## src/rtl/pipe_arb_pkg.sv

```systemverilog
// Shared types for pipe_mem_arbiter: FSM states, grant-source encoding and default widths.
// Optional perf counters (pipe_arb_perf) are enabled with PIPE_ARB_PERF_EN.
package pipe_arb_pkg;

  localparam int ADDR_W_DEF = 32;
  localparam int DATA_W_DEF = 32;

  typedef enum logic [1:0] {
    IDLE   = 2'd0,
    GNT_IF = 2'd1,
    GNT_DM = 2'd2,
    DONE   = 2'd3
  } state_e;

  typedef enum logic {
    SRC_IF = 1'b0,
    SRC_DM = 1'b1
  } src_e;

endpackage

```

## src/rtl/pipe_mem_arbiter_if.sv

```systemverilog
// Bundle of the IF port, DM port, stall and memory-side handshake signals of pipe_mem_arbiter.
// slave = arbiter side, master = CPU pipeline / memory environment side.
interface pipe_mem_arbiter_if
  import pipe_arb_pkg::*;
#(
  parameter int ADDR_W = ADDR_W_DEF,
  parameter int DATA_W = DATA_W_DEF
);

  logic              if_req_i;
  logic [ADDR_W-1:0] if_addr_i;
  logic [DATA_W-1:0] if_rdata_o;
  logic              if_ack_o;

  logic              dm_req_i;
  logic              dm_we_i;
  logic [ADDR_W-1:0] dm_addr_i;
  logic [DATA_W-1:0] dm_wdata_i;
  logic [DATA_W-1:0] dm_rdata_o;
  logic              dm_ack_o;

  logic              stall_o;

  logic              mem_req_o;
  logic              mem_we_o;
  logic [ADDR_W-1:0] mem_addr_o;
  logic [DATA_W-1:0] mem_wdata_o;
  logic [DATA_W-1:0] mem_rdata_i;
  logic              mem_ack_i;

  modport slave (
    input  if_req_i, if_addr_i,
    input  dm_req_i, dm_we_i, dm_addr_i, dm_wdata_i,
    input  mem_rdata_i, mem_ack_i,
    output if_rdata_o, if_ack_o, dm_rdata_o, dm_ack_o, stall_o,
    output mem_req_o, mem_we_o, mem_addr_o, mem_wdata_o
  );

  modport master (
    output if_req_i, if_addr_i,
    output dm_req_i, dm_we_i, dm_addr_i, dm_wdata_i,
    output mem_rdata_i, mem_ack_i,
    input  if_rdata_o, if_ack_o, dm_rdata_o, dm_ack_o, stall_o,
    input  mem_req_o, mem_we_o, mem_addr_o, mem_wdata_o
  );

endinterface

```

## src/rtl/pipe_arb_perf.sv

```systemverilog
// Saturating performance counters for pipe_mem_arbiter; only instantiated when
// PIPE_ARB_PERF_EN is defined.
module pipe_arb_perf (
  input  logic        clk_i,
  input  logic        rst_i,
  input  logic        stall,
  input  logic        if_ack,
  input  logic        dm_ack,
  output logic [31:0] perf_stall_cyc_o,
  output logic [31:0] perf_if_cnt_o,
  output logic [31:0] perf_dm_cnt_o
);

  function automatic logic [31:0] sat_inc(input logic [31:0] v, input logic en);
    return (en && (v != 32'hFFFF_FFFF)) ? v + 32'd1 : v;
  endfunction

  always_ff @(posedge clk_i) begin
    if (rst_i) begin
      perf_stall_cyc_o <= '0;
      perf_if_cnt_o    <= '0;
      perf_dm_cnt_o    <= '0;
    end else begin
      perf_stall_cyc_o <= sat_inc(perf_stall_cyc_o, stall);
      perf_if_cnt_o    <= sat_inc(perf_if_cnt_o, if_ack);
      perf_dm_cnt_o    <= sat_inc(perf_dm_cnt_o, dm_ack);
    end
  end

endmodule

```

## src/rtl/pipe_mem_arbiter.sv

```systemverilog
// Arbitrates a single-port unified memory between the IF and MEM-stage ports (DM has priority)
// and stalls the pipeline while an accepted request is outstanding. PIPE_ARB_PERF_EN adds perf counters.
module pipe_mem_arbiter
  import pipe_arb_pkg::*;
#(
  parameter int ADDR_W = ADDR_W_DEF,
  parameter int DATA_W = DATA_W_DEF
)(
  input  logic                clk_i,
  input  logic                rst_i,
  pipe_mem_arbiter_if.slave   bus
`ifdef PIPE_ARB_PERF_EN
  ,
  output logic [31:0]         perf_stall_cyc_o,
  output logic [31:0]         perf_if_cnt_o,
  output logic [31:0]         perf_dm_cnt_o
`endif
);

  state_e            state, state_nxt;
  src_e              src_p0;
  logic              we_p0;
  logic [ADDR_W-1:0] addr_p0;
  logic [DATA_W-1:0] wdata_p0;
  logic [DATA_W-1:0] if_rdata_p1;
  logic [DATA_W-1:0] dm_rdata_p1;
  logic              grant_dm, grant_if, mem_done;

  assign grant_dm = (state == IDLE) && bus.dm_req_i;
  assign grant_if = (state == IDLE) && !bus.dm_req_i && bus.if_req_i;
  assign mem_done = ((state == GNT_IF) || (state == GNT_DM)) && bus.mem_ack_i;

  always_ff @(posedge clk_i) begin
    if (rst_i) state <= IDLE;
    else       state <= state_nxt;
  end

  always_comb begin
    state_nxt = state;
    case (state)
      IDLE: begin
        if (bus.dm_req_i)      state_nxt = GNT_DM;
        else if (bus.if_req_i) state_nxt = GNT_IF;
      end
      GNT_IF, GNT_DM: if (bus.mem_ack_i) state_nxt = DONE;
      DONE:    state_nxt = IDLE;
      default: state_nxt = IDLE;
    endcase
  end

  always_comb begin
    bus.mem_req_o = (state == GNT_IF) || (state == GNT_DM);
    bus.if_ack_o  = (state == DONE) && (src_p0 == SRC_IF);
    bus.dm_ack_o  = (state == DONE) && (src_p0 == SRC_DM);
  end

  // Stage p0: request latched at grant, held on the memory bus for the whole access
  always_ff @(posedge clk_i) begin
    if (rst_i) begin
      src_p0   <= SRC_IF;
      we_p0    <= 1'b0;
      addr_p0  <= '0;
      wdata_p0 <= '0;
    end else if (grant_dm) begin
      src_p0   <= SRC_DM;
      we_p0    <= bus.dm_we_i;
      addr_p0  <= bus.dm_addr_i;
      wdata_p0 <= bus.dm_wdata_i;
    end else if (grant_if) begin
      src_p0   <= SRC_IF;
      we_p0    <= 1'b0;
      addr_p0  <= bus.if_addr_i;
      wdata_p0 <= '0;
    end
  end

  // Stage p1: read data captured on mem_ack_i; writes leave the port's rdata untouched
  always_ff @(posedge clk_i) begin
    if (rst_i) begin
      if_rdata_p1 <= '0;
      dm_rdata_p1 <= '0;
    end else if (mem_done && !we_p0) begin
      if (src_p0 == SRC_IF) if_rdata_p1 <= bus.mem_rdata_i;
      else                  dm_rdata_p1 <= bus.mem_rdata_i;
    end
  end

  assign bus.mem_we_o    = we_p0;
  assign bus.mem_addr_o  = addr_p0;
  assign bus.mem_wdata_o = wdata_p0;
  assign bus.if_rdata_o  = if_rdata_p1;
  assign bus.dm_rdata_o  = dm_rdata_p1;

  // Drops in the ack cycle so the pipeline advances on the edge that closes it
  assign bus.stall_o = !rst_i && ((bus.if_req_i && !bus.if_ack_o) ||
                                  (bus.dm_req_i && !bus.dm_ack_o));

`ifdef PIPE_ARB_PERF_EN
  pipe_arb_perf u_perf (
    .clk_i            (clk_i),
    .rst_i            (rst_i),
    .stall            (bus.stall_o),
    .if_ack           (bus.if_ack_o),
    .dm_ack           (bus.dm_ack_o),
    .perf_stall_cyc_o (perf_stall_cyc_o),
    .perf_if_cnt_o    (perf_if_cnt_o),
    .perf_dm_cnt_o    (perf_dm_cnt_o)
  );
`endif

endmodule

```

## src/flat_wrapper.sv

```systemverilog
// flat-port wrapper written by rule: the top's interface ports become plain ports
module pipe_mem_arbiter_flat import pipe_arb_pkg::*;
#(
  parameter int ADDR_W = ADDR_W_DEF,
  parameter int DATA_W = DATA_W_DEF
)
  (clk_i, rst_i, bus_if_req_i, bus_if_addr_i, bus_dm_req_i, bus_dm_we_i, bus_dm_addr_i, bus_dm_wdata_i, bus_mem_rdata_i, bus_mem_ack_i, bus_if_rdata_o, bus_if_ack_o, bus_dm_rdata_o, bus_dm_ack_o, bus_stall_o, bus_mem_req_o, bus_mem_we_o, bus_mem_addr_o, bus_mem_wdata_o);
  pipe_mem_arbiter_if #(.ADDR_W(ADDR_W), .DATA_W(DATA_W)) bus_i ();
  input  logic clk_i;
  input  logic rst_i;
  input wire logic [$bits(bus_i.if_req_i)-1:0] bus_if_req_i;
  input wire logic [$bits(bus_i.if_addr_i)-1:0] bus_if_addr_i;
  input wire logic [$bits(bus_i.dm_req_i)-1:0] bus_dm_req_i;
  input wire logic [$bits(bus_i.dm_we_i)-1:0] bus_dm_we_i;
  input wire logic [$bits(bus_i.dm_addr_i)-1:0] bus_dm_addr_i;
  input wire logic [$bits(bus_i.dm_wdata_i)-1:0] bus_dm_wdata_i;
  input wire logic [$bits(bus_i.mem_rdata_i)-1:0] bus_mem_rdata_i;
  input wire logic [$bits(bus_i.mem_ack_i)-1:0] bus_mem_ack_i;
  output wire logic [$bits(bus_i.if_rdata_o)-1:0] bus_if_rdata_o;
  output wire logic [$bits(bus_i.if_ack_o)-1:0] bus_if_ack_o;
  output wire logic [$bits(bus_i.dm_rdata_o)-1:0] bus_dm_rdata_o;
  output wire logic [$bits(bus_i.dm_ack_o)-1:0] bus_dm_ack_o;
  output wire logic [$bits(bus_i.stall_o)-1:0] bus_stall_o;
  output wire logic [$bits(bus_i.mem_req_o)-1:0] bus_mem_req_o;
  output wire logic [$bits(bus_i.mem_we_o)-1:0] bus_mem_we_o;
  output wire logic [$bits(bus_i.mem_addr_o)-1:0] bus_mem_addr_o;
  output wire logic [$bits(bus_i.mem_wdata_o)-1:0] bus_mem_wdata_o;
  assign bus_i.if_req_i = bus_if_req_i;
  assign bus_i.if_addr_i = bus_if_addr_i;
  assign bus_i.dm_req_i = bus_dm_req_i;
  assign bus_i.dm_we_i = bus_dm_we_i;
  assign bus_i.dm_addr_i = bus_dm_addr_i;
  assign bus_i.dm_wdata_i = bus_dm_wdata_i;
  assign bus_i.mem_rdata_i = bus_mem_rdata_i;
  assign bus_i.mem_ack_i = bus_mem_ack_i;
  assign bus_if_rdata_o = bus_i.if_rdata_o;
  assign bus_if_ack_o = bus_i.if_ack_o;
  assign bus_dm_rdata_o = bus_i.dm_rdata_o;
  assign bus_dm_ack_o = bus_i.dm_ack_o;
  assign bus_stall_o = bus_i.stall_o;
  assign bus_mem_req_o = bus_i.mem_req_o;
  assign bus_mem_we_o = bus_i.mem_we_o;
  assign bus_mem_addr_o = bus_i.mem_addr_o;
  assign bus_mem_wdata_o = bus_i.mem_wdata_o;
  pipe_mem_arbiter #(.ADDR_W(ADDR_W), .DATA_W(DATA_W)) u_core (.clk_i(clk_i), .rst_i(rst_i), .bus(bus_i));
endmodule
```

## config.mk

```make
export PLATFORM = sky130hd
export DESIGN_NAME = pipe_mem_arbiter_flat
export DESIGN_NICKNAME = d
export VERILOG_FILES = /design/src/rtl/pipe_arb_pkg.sv /design/src/rtl/pipe_mem_arbiter_if.sv /design/src/rtl/pipe_arb_perf.sv /design/src/rtl/pipe_mem_arbiter.sv /design/src/flat_wrapper.sv
export SDC_FILE = /design/constraint.sdc
export NUM_CORES = 1
export LEC_CHECK = 0
export CAP_MARGIN = 20
export CORE_AREA = 2 2 114 116
export DETAILED_ROUTE_END_ITERATION = 12
export DIE_AREA = 0 0 116 118
export GPL_TIMING_DRIVEN = 0
export PLACE_DENSITY_LB_ADDON = 0.05
export SYNTH_ARGS = -nofsm -noshare
export SYNTH_HDL_FRONTEND = slang
export SYNTH_HIERARCHICAL = 1
export SYNTH_SLANG_ARGS = --single-unit
```

## constraint.sdc

```tcl
create_clock -name clk_i -period 3.68 [get_ports clk_i]
set_input_delay 0.736 -clock clk_i [delete_from_list [all_inputs] [get_ports clk_i]]
set_output_delay 0.736 -clock clk_i [all_outputs]
set_load 0.05 [all_outputs]
```

Yosys cells after proc, flatten, opt, wreduce, memory -nomap -nowiden
Index checks and enable logic that the tools add are counted.
- eq/ne operators: 5
- muxes and demuxes: 11
- bitwise operators: 1
- reductions and logical operators: 23
- operator list (kind ; count):
    32-bit two-way mux ; 4
    1-bit logical AND ; 10
    2-bit two-way mux ; 3
    2-bit one-hot mux with 3 select lines ; 1
    2-bit AND reduction ; 3
    1-bit logical NOT ; 5
    2-bit == test, second input constant ; 2
    1-bit two-way mux ; 3
    3-bit != test, second input constant ; 1
    2-bit by 1-bit == test with 1-bit output, second input constant ; 1
    2-bit logical NOT ; 1
    1-bit logical OR ; 2
    2-bit != test, second input constant ; 1
    2-bit nonzero test ; 1
    2-bit OR reduction ; 1
    1-bit inverter ; 1
- register bits after elaboration: 132
- input port bits: 134
- output and inout port bits: 133
- word-level logic and storage cells: 47

Logic depth before layout (Yosys ltp)
- depth in word-level cells: 6
- gate-level depth with buffers: 8
- gate-level depth less buffers: 5

Least setup slack after synthesis
OpenSTA, ideal clock, no wires.
- path kind: in2out
- from: input port bus_if_req_i
- to: output port bus_stall_o
- arrival time: 2.375 ns
- required time: 2.944 ns
- slack: 0.569 ns
- stages on the path: 4
- buffers on the path: 2
- cell sequence: buf_4 > buf_2 > mux2i_1 > a211oi_1
- cells in the longest elaborated chain, start to end: 3
- ends and longest elaborated chain (what ; RTL line ; source):
    from (decl) ; flat_wrapper.sv:11 ; input wire logic [$bits(bus_i.if_req_i)-1:0] bus_if_req_i;
    1-bit logical AND ; pipe_mem_arbiter.sv:95 ; assign bus.stall_o = !rst_i && ((bus.if_req_i && !bus.if_ack_o) ||
    1-bit logical OR ; pipe_mem_arbiter.sv:95 ;
    1-bit logical AND ; pipe_mem_arbiter.sv:95 ;
    to (decl) ; flat_wrapper.sv:23 ; output wire logic [$bits(bus_i.stall_o)-1:0] bus_stall_o;
No other way between the ends.

Worst setup path after layout
Same ends and word-level chain as after synthesis.

==> metrics <==
gr usage total=24.10%; worst slew pin tran=0.5615 ns; synth cell count leaders=dfxtp_1 (132), nand2_1 (129), nor2_1 (99), a21oi_1 (66); Fin Clk Skew=0.003835 ns; CP startpoint kind=input port; Yosys top cell by area=dfxtp_1; Rows=just over 40; Min-Delay Path Class=flop to flop; Cell Area, Synth=5260 um^2; Synth Area per Inst=8.284 um^2; synthesized net count=roughly 770; Antenna Cells=0; Root Buffer Master=clkbuf_16; Power Density=approximately 740 nW/um^2; Fin Setup TNS=0 ns; drt initial violations=353; cells along the critical path=buf_4, buf_2, mux2i_1, a211oi_1, clkdlybuf4s50_1; first-pass GRT wire length=26320 um; CTS buffer count=17; Crit-path slowest cell=clkdlybuf4s50_1; Seq/Total Area, Yosys=50.24%; Async S/R FF share, synth=0%; crit-path max FO=10; post-route ant nets=0; RSZ-0062 raised after global routing=false; most frequent cell after synthesis=dfxtp_1; status=finished, final reports clean; leakage=0.003330 uW; Worst Setup End Kind=output pin; clock sink count=132; met3 usage=7.261%; hold slack final=roughly 0.45 ns; Nets=1054; max incr delay on CP=0.87 ns; average wire per standard cell=between 15 and 20 um; Req. time, crit path=between 2 and 3 ns; Synth top area share=between 50% and 60%; Final Hold Viols=0; Area growth syn-to-layout=64.99%; fillcell total=1021; CTS Buffer Depth=2; Max Fclk=319.5 MHz; vias in the first global route=5510; Post-Route WL=between 15000 and 20000 um; largest net degree at the start of global routing=17; Synth Flop Type=dfxtp_1; htree depth=4; Syn. warnings=6; Clock transition at path regs=0.05 ns; setup bufs post-CTS=0; Syn Inst Count=between 600 and 700; die width=116 um; top cells by area, synth=dfxtp_1 (50%), nand2_1 (9.2%), nor2_1 (7.1%); critical path type=input port to output pin; grt peak-use layer=met2; Setup Viol. Count Final=0; Remaining Overflow, GRT=0; Post-synth EDFFs=0; Finished Cell Area=8678 um^2; Detail Placement HPWL=12530 um; port bufs=approximately 260; Seq cells post-synth=approximately 130; met1 usage=26.38%; Slew headroom=a little over three fifths; hold_buf cts=0; Vias=5445; DR pass1 iterations=5; Initial Utilization=42.37%; Max VDD drop=between 0.0003 and 0.0004 V; global placement routability congestion=approximately 0.84; Worst EP arrival=2.39 ns; Netlist cell types=29; Max-Cap Viols=0; Chip Height=between 100 and 150 um; post-cts gate resize count=0; met2 usage=43.46%; core footprint=between 10000 and 15000 um^2; Die Area=13690 um^2; period utilisation layout=85.06%; DRC violations left=0; minimum clock period=3.130 ns; Worst-Skew Late Latency=approximately 0.40 ns; DP Area=8108 um^2; Slew Viols, Final=0; I/O pins=267; routed vias/inst=4.950; layout cells sized above 1=7.220%; Tot Pwr=about 6400 uW; initial antenna violation count=0; CTS tree=done
[cell usage in the layout, fill, tap and decap left out, drive strengths merged, types with 2 or more instances in the layout]
cell           instances
and2                   2
ha                     3
buf                   36
nor2                  99
a211oi                33
clkinvlp               2
nand2b                 3
nor2b                  2
inv                   34
mux2i                  2
a22o                  31
o21ai                  2
nand2                129
clkdlybuf4s50        263
clkbuf                43
dfxtp                132
a21oi                 66
a22oi                 33
clkinv                 3
[logic make-up after synthesis]
family | share of synthesized area, %
buffers and inverters | 8.587
adders and majority gates | 0.7137
DFF | 50.24
and+or+nand+nor | 18.15
muxes | 0.3806
AOI/OAI and AO/OA | 21.93
[state kept, by name, summed over array words and instances, names as in the netlist]
name and cells:
u_core/bus.dm_rdata_o 32, u_core/bus.if_rdata_o 32, u_core/bus.mem_addr_o 32, u_core/bus.mem_wdata_o 32, u_core/state 2, u_core/bus.mem_we_o 1
u_core/src_p0 1
[per-stage QoR]
step	setup WS, ns	std cells	util, %
final	0.5497	1100	69.91
after global routing	0.5045	1100	69.91
after CTS	0.5640	1100	69.91
after detailed placement	0.5824	1070	65.31
after global placement	0.5889	1070	65.31
after floorplan	0.5693	635	-
[power breakdown]
part           internal, uW  switching (uW)
Sequential             1720             167
Combinational          1020            1870
Clock                  1010             590
[layout make-up]
class	count	area, um^2	area share (%)
flip-flops and latches	132	2643	30.45
well taps	172	215.2	2.480
repair buffers	263	2633	30.33
inverters	33	123.9	1.427
multi-input cells	414	2166	24.96
clock buffers	23	498.0	5.738
plain buffers	56	327.8	3.777
clock inverters	7	72.57	0.8362
[per-layer routing]
| layer | share of wire, % | vias up |
|---|---|---|
| met5 | 0 | - |
| met4 | 1.5 | 0 |
| met3 | 8.2 | 26 |
| met2 | 51 | 210 |
| met1 | 39 | 2520 |
| li1 | - | 2689 |
[worst max-delay path: cells and delay by family]
kind,cells,cell delay [ns]
AOI/OAI and AO/OA,1,0.26
buffers and inverters,3,1.29
muxes,1,0.10
[worst paths after layout]
| path | end | from | cells past startpoint | slack [ns] |
|---|---|---|---|---|
| max | bus_stall_o | bus_if_req_i | 5 | 0.55 |
| max reg2reg | u_core/bus.dm_rdata_o[12]$_SDFFE_PP0P_ | u_core/state[0]$_SDFFE_PP0P_ | 6 | 1.76 |
| min reg2reg | u_core/bus.dm_rdata_o[16]$_SDFFE_PP0P_ | u_core/bus.dm_rdata_o[16]$_SDFFE_PP0P_ | 2 | 0.45 |
| min | u_core/bus.dm_rdata_o[16]$_SDFFE_PP0P_ | u_core/bus.dm_rdata_o[16]$_SDFFE_PP0P_ | 2 | 0.45 |
Power figures use the tool's default switching activity.
